## src/rtl/zigzag_pkg.sv

```systemverilog
// zigzag_pkg: shared types and constants for the zigzag scan / quantizer.
// Holds the FSM state enum, the 64-entry zigzag scan table and the level
// saturation limits used by zigzag_qcore and zigzag_quant.
package zigzag_pkg;

  typedef enum logic [1:0] {
    IDLE = 2'd0,
    ADDR = 2'd1,
    CAPT = 2'd2,
    EMIT = 2'd3
  } state_e;

  localparam int LEVEL_W   = 12;
  localparam int RUN_W     = 6;
  localparam int LEVEL_MAX = 2047;
  localparam int LEVEL_MIN = -2048;

  // Scan position k -> raster index n (row in n[5:3], column in n[2:0]).
  localparam logic [5:0] ZZ_TABLE [64] = '{
    6'd0,  6'd1,  6'd8,  6'd16, 6'd9,  6'd2,  6'd3,  6'd10,
    6'd17, 6'd24, 6'd32, 6'd25, 6'd18, 6'd11, 6'd4,  6'd5,
    6'd12, 6'd19, 6'd26, 6'd33, 6'd40, 6'd48, 6'd41, 6'd34,
    6'd27, 6'd20, 6'd13, 6'd6,  6'd7,  6'd14, 6'd21, 6'd28,
    6'd35, 6'd42, 6'd49, 6'd56, 6'd57, 6'd50, 6'd43, 6'd36,
    6'd29, 6'd22, 6'd15, 6'd23, 6'd30, 6'd37, 6'd44, 6'd51,
    6'd58, 6'd59, 6'd52, 6'd45, 6'd38, 6'd31, 6'd39, 6'd46,
    6'd53, 6'd60, 6'd61, 6'd54, 6'd47, 6'd55, 6'd62, 6'd63
  };

  function automatic logic [5:0] zz(input logic [5:0] k);
    return ZZ_TABLE[k];
  endfunction

endpackage

```

## src/rtl/zigzag_qcore.sv

```systemverilog
// zigzag_qcore: combinational quantizer for one coefficient.
// Shift amount grows with the anti-diagonal of the raster index plus the
// global qscale, capped at 15. Division by 2^s truncates toward zero and the
// result is saturated to the signed 12-bit level range.
module zigzag_qcore
  import zigzag_pkg::*;
#(
  parameter int DW = 16
) (
  input  logic [DW-1:0]             q,
  input  logic [5:0]                n,
  input  logic [2:0]                qscale,
  output logic signed [LEVEL_W-1:0] level
);

  // Extra headroom so the rounding bias never overflows the sum.
  localparam int XW = DW + 16;
  localparam logic signed [XW-1:0] ONE    = XW'(1);
  localparam logic signed [XW-1:0] SAT_HI = XW'(LEVEL_MAX);
  localparam logic signed [XW-1:0] SAT_LO = XW'(LEVEL_MIN);

  logic [3:0]             diag;
  logic [3:0]             diag_q4;
  logic [4:0]             s_sum;
  logic [3:0]             s;
  logic signed [XW-1:0]   q_ext;
  logic signed [XW-1:0]   bias;
  logic signed [XW-1:0]   biased;
  logic signed [XW-1:0]   shifted;

  // Shift amount, bias toward zero for negatives, arithmetic shift, saturate.
  always_comb begin
    diag    = {1'b0, n[5:3]} + {1'b0, n[2:0]};
    diag_q4 = diag >> 2;
    s_sum   = {1'b0, diag_q4} + {2'b00, qscale};
    s       = (s_sum > 5'd15) ? 4'd15 : s_sum[3:0];

    q_ext   = {{16{q[DW-1]}}, q};
    bias    = q[DW-1] ? ((ONE <<< s) - ONE) : '0;
    biased  = q_ext + bias;
    shifted = biased >>> s;

    if (shifted > SAT_HI) begin
      level = LEVEL_W'(LEVEL_MAX);
    end else if (shifted < SAT_LO) begin
      level = LEVEL_W'(LEVEL_MIN);
    end else begin
      level = shifted[LEVEL_W-1:0];
    end
  end

endmodule

```

## src/rtl/zigzag_quant.sv

```systemverilog
// zigzag_quant: walks an 8x8 coefficient block in zigzag order from an
// external synchronous RAM, quantizes each value and streams it out with a
// valid/ready handshake.
// Optional feature macro ZIGZAG_QUANT_RLE_EN: when defined, zero levels are
// skipped and counted into the run field, and an end-of-block beat
// {run=0, level=0, last=1} closes the block. When undefined, all 64 levels
// are emitted with run=0 and last on k=63.
module zigzag_quant
  import zigzag_pkg::*;
#(
  parameter int DW = 16
) (
  input  logic          clk,
  input  logic          reset,
  input  logic          en,
  output logic          rdy,
  input  logic [5:0]    base,
  input  logic [2:0]    qscale,
  output logic [5:0]    addr,
  input  logic [DW-1:0] q,
  output logic          out_valid,
  input  logic          out_ready,
  output logic [17:0]   out_data,
  output logic          out_last
);

  state_e      state_q, state_d;
  logic [5:0]  k_q, k_d;
  logic [5:0]  base_q, base_d;
  logic [2:0]  qscale_q, qscale_d;
  logic [5:0]  addr_q, addr_d;
  logic [17:0] data_q, data_d;
  logic        last_q, last_d;
  logic [5:0]  k_next;
  logic [5:0]  n;
  logic signed [LEVEL_W-1:0] level;
`ifdef ZIGZAG_QUANT_RLE_EN
  logic [RUN_W-1:0] run_q, run_d;
`endif

  assign n      = zz(k_q);
  assign k_next = k_q + 6'd1;

  zigzag_qcore #(
    .DW(DW)
  ) u_qcore (
    .q      (q),
    .n      (n),
    .qscale (qscale_q),
    .level  (level)
  );

  // Next-state and datapath updates for the scan FSM.
  always_comb begin
    state_d  = state_q;
    k_d      = k_q;
    base_d   = base_q;
    qscale_d = qscale_q;
    addr_d   = addr_q;
    data_d   = data_q;
    last_d   = last_q;
`ifdef ZIGZAG_QUANT_RLE_EN
    run_d    = run_q;
`endif
    case (state_q)
      IDLE: begin
        if (en) begin
          base_d   = base;
          qscale_d = qscale;
          k_d      = 6'd0;
          addr_d   = base + zz(6'd0);
`ifdef ZIGZAG_QUANT_RLE_EN
          run_d    = '0;
`endif
          state_d  = ADDR;
        end
      end
      ADDR: begin
        // addr_q already holds base + zz(k); RAM data appears next cycle.
        state_d = CAPT;
      end
      CAPT: begin
`ifdef ZIGZAG_QUANT_RLE_EN
        if (level == '0) begin
          if (k_q == 6'd63) begin
            data_d  = '0;
            last_d  = 1'b1;
            run_d   = '0;
            state_d = EMIT;
          end else begin
            run_d   = run_q + 1'b1;
            k_d     = k_next;
            addr_d  = base_q + zz(k_next);
            state_d = ADDR;
          end
        end else begin
          data_d  = {run_q, level};
          last_d  = 1'b0;
          run_d   = '0;
          state_d = EMIT;
        end
`else
        data_d  = {6'd0, level};
        last_d  = (k_q == 6'd63);
        state_d = EMIT;
`endif
      end
      EMIT: begin
        if (out_ready) begin
          if (last_q) begin
            data_d  = '0;
            last_d  = 1'b0;
            state_d = IDLE;
`ifdef ZIGZAG_QUANT_RLE_EN
          end else if (k_q == 6'd63) begin
            // Final nonzero level went out; follow it with end-of-block.
            data_d  = '0;
            last_d  = 1'b1;
`endif
          end else begin
            k_d     = k_next;
            addr_d  = base_q + zz(k_next);
            state_d = ADDR;
          end
        end
      end
      default: state_d = IDLE;
    endcase
  end

  // State and datapath registers, cleared by asynchronous reset.
  always_ff @(posedge clk or posedge reset) begin
    if (reset) begin
      state_q  <= IDLE;
      k_q      <= '0;
      base_q   <= '0;
      qscale_q <= '0;
      addr_q   <= '0;
      data_q   <= '0;
      last_q   <= 1'b0;
`ifdef ZIGZAG_QUANT_RLE_EN
      run_q    <= '0;
`endif
    end else begin
      state_q  <= state_d;
      k_q      <= k_d;
      base_q   <= base_d;
      qscale_q <= qscale_d;
      addr_q   <= addr_d;
      data_q   <= data_d;
      last_q   <= last_d;
`ifdef ZIGZAG_QUANT_RLE_EN
      run_q    <= run_d;
`endif
    end
  end

  assign rdy       = (state_q == IDLE);
  assign out_valid = (state_q == EMIT);
  assign addr      = addr_q;
  assign out_data  = data_q;
  assign out_last  = last_q;

endmodule

```

## config.mk

```make
export PLATFORM = sky130hd
export DESIGN_NAME = zigzag_quant
export DESIGN_NICKNAME = d
export VERILOG_FILES = /design/src/rtl/zigzag_pkg.sv /design/src/rtl/zigzag_qcore.sv /design/src/rtl/zigzag_quant.sv
export SDC_FILE = /design/constraint.sdc
export NUM_CORES = 1
export LEC_CHECK = 0
export CORE_MARGIN = 2
export CORE_UTILIZATION = 45
export CTS_CLUSTER_SIZE = 20
export DETAILED_ROUTE_END_ITERATION = 8
export PLACE_DENSITY = 0.65
export SYNTH_ARGS = -nofsm -noshare
export SYNTH_HDL_FRONTEND = slang
export SYNTH_SLANG_ARGS = --single-unit
```

## constraint.sdc

```tcl
create_clock -name clk -period 22.5 [get_ports clk]
set_clock_uncertainty 0.15 [all_clocks]
set_input_delay 6.75 -clock clk [delete_from_list [all_inputs] [get_ports clk]]
set_output_delay 6.75 -clock clk [all_outputs]
set_load 0.02 [all_outputs]
```

==> impl_metrics.csv, run 1 <==
group,metric,value,unit
run_status,status,"complete, no violations",
hold_path,hold_class,"reg2reg",
sta,post-route-period-util,50.3,%
global_route,antenna_found_initial,0,
worst_setup_path,cp-start-kind,"primary input",
routing,drc,0,
synth,synth_edf_count,0,
worst_setup_path,worstPathArrival,11350,ps
cts,htree_levels,2,
layout,area_delta_synth_final,11.0,%
synth,ys_types,82,
floorplan,dieHeight,119,um
sta,worstMarginPinSlew,1200,ps
synth,ys_seq_area_share,15.0,%
cts,post_cts_resized,0,
sta,period_needed,11320,ps
worst_setup_path,crit_chain,"clkdlybuf4s50_1, nand2_1, inv_1, nand2_1, nor2_1, ha_1, a21o_1, a31oi_1, o21ai_0, o31ai_4, xnor2_1, mux4_2, nor4_1, a32oi_1, buf_4, o311ai_1",
cts,cts_root_buf,"clkbuf_16",
cts,cts_made_buffers,5,
synth,synthCells,804,
power_and_ir_drop,power.density,120,nW/um^2
power_and_ir_drop,clkPwrFrac,8.8,%
routing,antenna_left,0,
layout,diodes,0,
sta,finalSetupTns,0,ps
synth,synth-main-ff-cell,"dfrtp_1",
floorplan,die_area,14300,um^2
sta,hold_violations,0,
layout,final_nets,898,
global_route,grt_usage,26.1,%
routing,route.final.wire_length,18500,um
global_route,grt_pass1_vias,6022,
floorplan,rows,42,
sta,slew_viol_final,0,
floorplan,core,13100,um^2
synth,async_flop_share,100,%
power_and_ir_drop,p_comb_share,76.3,%
flow_run,cap_violations,0,
worst_setup_path,endpoint_kind,"register",
cts,cts.sinks,36,
worst_setup_path,path_common_cell,"nand2_1",
worst_setup_path,slowest_delay,890,ps
synth,syn_area_per_cell,7.45,um^2
cts,clockBufferDepth,2,
routing,viasPerCell,6.26,
cts,clock_latency,290,ps
synth,yosysWarnings,0,
power_and_ir_drop,seqPwrFrac,14.9,%
worst_setup_path,crit_slowest_cell,"clkdlybuf4s50_1",
floorplan,start_util,45.6,%
global_route,grt_pass1_wl,30500,um
sta,setup_viol,0,
routing,vias,6212,
layout,drive_above_1_share,8.95,%
power_and_ir_drop,vdd_drop_max,0.0000617,V
synth,netlist_area,5990,um^2
layout,fillers,1305,
power_and_ir_drop,leakagePower,0.00279,uW
worst_setup_path,worstSetupPathType,"in2reg",
sta,hold_slack,344,ps
floorplan,die_w,119,um
floorplan,pin_count,56,
worst_setup_path,cp_max_fo,17,
worst_setup_path,cp_data_required_time,22530,ps
layout,seq_area,901,um^2
routing,drtIter0Drc,579,
power_and_ir_drop,switchingPower,420,uW
cts,cts_tree,"done",
place,gp_congestion,0.952,
place,dp_hpwl,13800,um
cts,cts_setup_buffers,0,
layout,multi_input_area,4690,um^2
synth,ys_ff_latch,36,
power_and_ir_drop,intPower,380,uW
power_and_ir_drop,switching_share,52.5,%
cts,path_clk_slew,60,ps
sta,relSlewSlack,19.5,%
cts,cts-hold-fix-buffers,0,
sta,rsz0062_at_grt,"false",
sta,fmax,88.4,MHz
routing,wl_per_cell,18.6,um
place,io_buffers,49,
routing,firstDrtPassIters,5,
global_route,grt_max_degree,50,
global_route,overflow,0,
-- Yosys cell counts, types with 8 or more instances --
cell type / n / area (um^2)
mux2i_1: 19 / 190
o21ai_0: 60 / 300
a211oi_1: 10 / 75.1
nand2_1: 116 / 435
a21oi_1: 70 / 350
nor3_1: 23 / 115
mux2_2: 11 / 124
dfrtp_1: 36 / 901
a31oi_1: 9 / 56.3
nand4_1: 8 / 50.1
a21o_1: 21 / 158
a221oi_1: 10 / 87.6
nor2_1: 51 / 191
buf_2: 9 / 45.0
nand3_1: 12 / 60.1
o31ai_1: 9 / 67.6
o211ai_2: 10 / 125
clkbuf_1: 33 / 124
nor2b_1: 11 / 68.8
xnor2_1: 18 / 158
buf_1: 9 / 33.8
inv_1: 29 / 109
xor2_1: 9 / 78.8
nand2b_1: 9 / 56.3
ha_1: 51 / 638
o211ai_1: 14 / 105
-- power groups by stage --
stage | sequential [uW] | combinational [uW] | clock (uW)
2_1_floorplan | 130 | 432 | 0
3_3_place_gp | 119 | 596 | 0
3_5_place_dp | 120 | 603 | 0
4_1_cts | 119 | 606 | 70.6
5_1_grt | 123 | 671 | 72.5
6_report | 119 | 611 | 70.2
-- metrics by stage --
stage	area, um^2	std cells	total power, uW	utilization (%)	worst slack [ps]
floorplan	6010	809	561	-	12410
global placement	6510	984	715	49.5	11120
detailed placement	6510	984	723	49.5	11030
CTS	6650	992	796	50.6	11300
global route	6650	992	867	50.6	10920
finish	6650	992	800	50.6	11180
-- critical path, delay by kind of cell --
kind	cells	cell delay, ps
AO/OA/AOI/OAI	6	1430
buffers and inverters	3	1270
AND/OR/NAND/NOR	4	750
multiplexers	1	520
adder cells (fa/ha/maj)	1	380
XOR/XNOR	1	220
-- cells in the final DEF, fill, tap and decap left out, types with 6 or more instances in the layout --
master and count:
inv_1 29, a311oi_1 6, xnor2_1 18, a21o_1 21, mux4_2 7, a31oi_1 9
nor3_1 23, clkdlybuf4s50_1 49, o211ai_2 10, mux2i_1 19, nor2_1 51, mux2_2 11
xor2_1 9, and3_1 7, a221oi_1 10, or3_1 7, o31ai_1 9, dfrtp_1 36
a211oi_1 10, and2_1 6, nand2b_1 9, nor2b_1 11, o21ai_0 59, conb_1 6
o211ai_1 14, a21oi_1 70, o21ai_1 8, nand2_1 116, nand4_1 8, nand3_1 12
buf_4 12, ha_1 51
-- path summary, 6_finish.rpt --
| kind | startpoint | depth (start not counted) | slack (ps) | endpoint |
|---|---|---|---|---|
| min in group asynchronous | reset | 3 | 6730 | out_data[0] |
| max in group asynchronous | reset | 3 | 15130 | qscale_q[2] |
| worst min-delay path | addr[2] | 2 | 340 | addr[2] |
| worst max register to register | k_q[0] | 30 | 12180 | out_data[8] |
| worst max-delay path | q[15] | 16 | 11180 | out_data[8] |
| worst min register to register | addr[2] | 2 | 340 | addr[2] |
-- cell type report --
| type | instances | area share, % |
|---|---|---|
| Sequential cell | 36 | 13.5 |
| Multi-Input combinational cell | 680 | 70.5 |
| Timing Repair Buffer | 61 | 8.73 |
| Tap cell | 176 | 3.31 |
| Clock buffer | 5 | 1.88 |
| Inverter | 31 | 1.75 |
| Clock inverter | 3 | 0.282 |
-- kinds of logic after synthesis --
family / count (synthesis) / share of synthesized area, %
flip-flops: 36 / 15.0
other: 1 / 0.0626
AND/OR/NAND/NOR: 274 / 21.6
adder cells (fa/ha/maj): 54 / 11.7
buffers and inverters: 93 / 7.02
AO/OA/AOI/OAI: 281 / 32.6
XOR/XNOR: 28 / 4.22
multiplexers: 37 / 7.87
-- state kept, by name, indices dropped and copies added (netlist names) --
register / flops
addr: 6
out_last: 1
state_q: 2
qscale_q: 3
k_q: 6
out_data: 12
base_q: 6
-- per-layer routing --
metal | track usage [%] | vias to the layer above | share of wire, %
met4 | 9.04 | 0 | 3.0
met2 | 43.5 | 235 | 48
met1 | 34.3 | 2965 | 43
li1 | - | 2965 | -
met3 | 4.02 | 47 | 5.7
met5 | 0 | - | 0
(Power assumes the default switching activity.)
==> inputs of run 2 (changes only) <==
Clock period 22.5 ns to 11.4 ns, I/O delays scaled along.
==> impl_metrics.csv, run 2 (synthesized netlist as in run 1, its figures left out) <==
group,metric,value,unit
worst_setup_path,path_common_cell,"ha_1",
floorplan,die_area,14300,um^2
sta,rsz0062_at_grt,"false",
layout,largest_reg_flops,12,
run_status,status,"complete, no violations",
cts,post_cts_resized,0,
cts,cts_made_buffers,5,
place,dp_hpwl,14200,um
sta,fmax,103,MHz
cts,cts_tree,"done",
sta,worstMarginPinSlew,1240,ps
cts,clock_latency,280,ps
cts,cts-hold-fix-buffers,0,
place,io_buffers,49,
floorplan,die_w,119,um
layout,fin_area,6660,um^2
routing,viasPerCell,6.33,
sta,post-route-period-util,85.2,%
layout,diodes,0,
routing,drtIter0Drc,674,
hold_path,whs_path_depth,2,
sta,hold_violations,0,
worst_setup_path,cp-start-kind,"register",
cts,cts.sinks,36,
routing,antenna_left,0,
global_route,overflow,0,
layout,fillers,1308,
routing,vias,6282,
global_route,grt_usage,26.4,%
layout,final_util,50.7,%
place,postPlaceCellArea,6510,um^2
flow_run,cap_violations,0,
sta,period_needed,9710,ps
worst_setup_path,reg2reg_depth,31,
cts,clockBufferDepth,2,
worst_setup_path,cp_max_fo,28,
routing,wl_per_cell,19.1,um
place,gp_congestion,0.964,
cts,cts_setup_buffers,0,
power_and_ir_drop,vdd_drop_max,0.000127,V
floorplan,pin_count,56,
routing,drc,0,
layout,final_cell_mix,"116 x nand2_1, 70 x a21oi_1, 59 x o21ai_0",
layout,final_nets,898,
sta,relSlewSlack,16.8,%
floorplan,core,13100,um^2
sta,hold_slack,340,ps
power_and_ir_drop,power.density,239,nW/um^2
hold_path,hold_class,"reg2reg",
layout,instances_no_fill,992,
worst_setup_path,endpoint_kind,"register",
worst_setup_path,worstSetupPathType,"reg2reg",
global_route,grt_max_degree,50,
power_and_ir_drop,leakagePower,0.00279,uW
worst_setup_path,slowest_delay,800,ps
routing,firstDrtPassIters,7,
global_route,grt_pass1_vias,5788,
place,dp.cells,984,
cts,path_clk_slew,60,ps
worst_setup_path,cp_data_required_time,11390,ps
cts,htree_levels,2,
sta,setup_viol,0,
layout,drive_above_1_share,8.82,%
worst_setup_path,r2r_slack,1690,ps
global_route,grt_pass1_wl,30600,um
sta,slew_viol_final,0,
cts,cts_root_buf,"clkbuf_16",
layout,final_common_cell,"nand2_1",
layout,area_delta_synth_final,11.1,%
routing,route.final.wire_length,18900,um
global_route,antenna_found_initial,0,
floorplan,dieHeight,119,um
sta,finalSetupTns,0,ps
floorplan,rows,42,
floorplan,start_util,45.6,%
worst_setup_path,worstPathArrival,9700,ps
worst_setup_path,crit_slowest_cell,"dfrtp_1",
==> run 2: cell count changes in the layout (fill, tap and decap cells not counted) <==
cell,delta
clkbuf_1,+1
clkinv_4,-1
clkbuf_8,+1
clkinvlp_4,+1
clkinv_2,-2
==> run 2: path summary, 6_finish.rpt <==
| path | endpoint | from |
|---|---|---|
| setup reg to reg | out_data[8] | k_q[0] |
| hold / removal | addr[4] | addr[4] |
| hold reg to reg | addr[4] | addr[4] |
| setup / recovery | out_data[8] | k_q[0] |
| min in group asynchronous | out_data[9] | reset |
| max in group asynchronous | base_q[4] | reset |
==> run 2: worst max-delay path: cells and delay by family, from the launching register on <==
family | cells | cell delay (ps)
mux | 1 | 480
buf+inv | 2 | 490
compound gates | 11 | 2800
simple gates | 12 | 2840
fa+ha+maj | 5 | 1990
flops | 1 | 800
==> run 2: power breakdown <==
part / switching [uW] / total (uW) / leakage (uW) / internal (uW)
sequential: 51.5 / 236 / 0.000447 / 185
combinational: 726 / 1210 / 0.00227 / 485
clock: 55.2 / 142 / 0.0000701 / 87.1
==> run 2: layout make-up <==
cell class | count | area [um^2] | area share (%)
sequential | 36 | 901 | 13.5
inverter | 31 | 116 | 1.75
multi-input combinational | 680 | 4690 | 70.4
timing repair buffer | 61 | 581 | 8.72
clock buffer | 7 | 143 | 2.14
clock inverter | 1 | 7.51 | 0.113
tap | 176 | 220 | 3.31
==> run 2: routing by layer <==
| metal | vias up | wire [um] | track usage, % |
|---|---|---|---|
| met2 | 283 | 8670 | 42.7 |
| met3 | 27 | 1470 | 3.74 |
| li1 | 2975 | - | - |
| met4 | 0 | 373 | 6.25 |
| met5 | - | 0 | 0 |
| met1 | 2997 | 8400 | 37.3 |
==> run 2: stage by stage <==
stage / total power (uW) / setup slack [ps]
3_5_place_dp: 1420 / 1920
2_1_floorplan: 1110 / 3370
4_1_cts: 1570 / 1870
5_1_grt: 1720 / 1120
3_3_place_gp: 1410 / 2220
6_report: 1590 / 1690
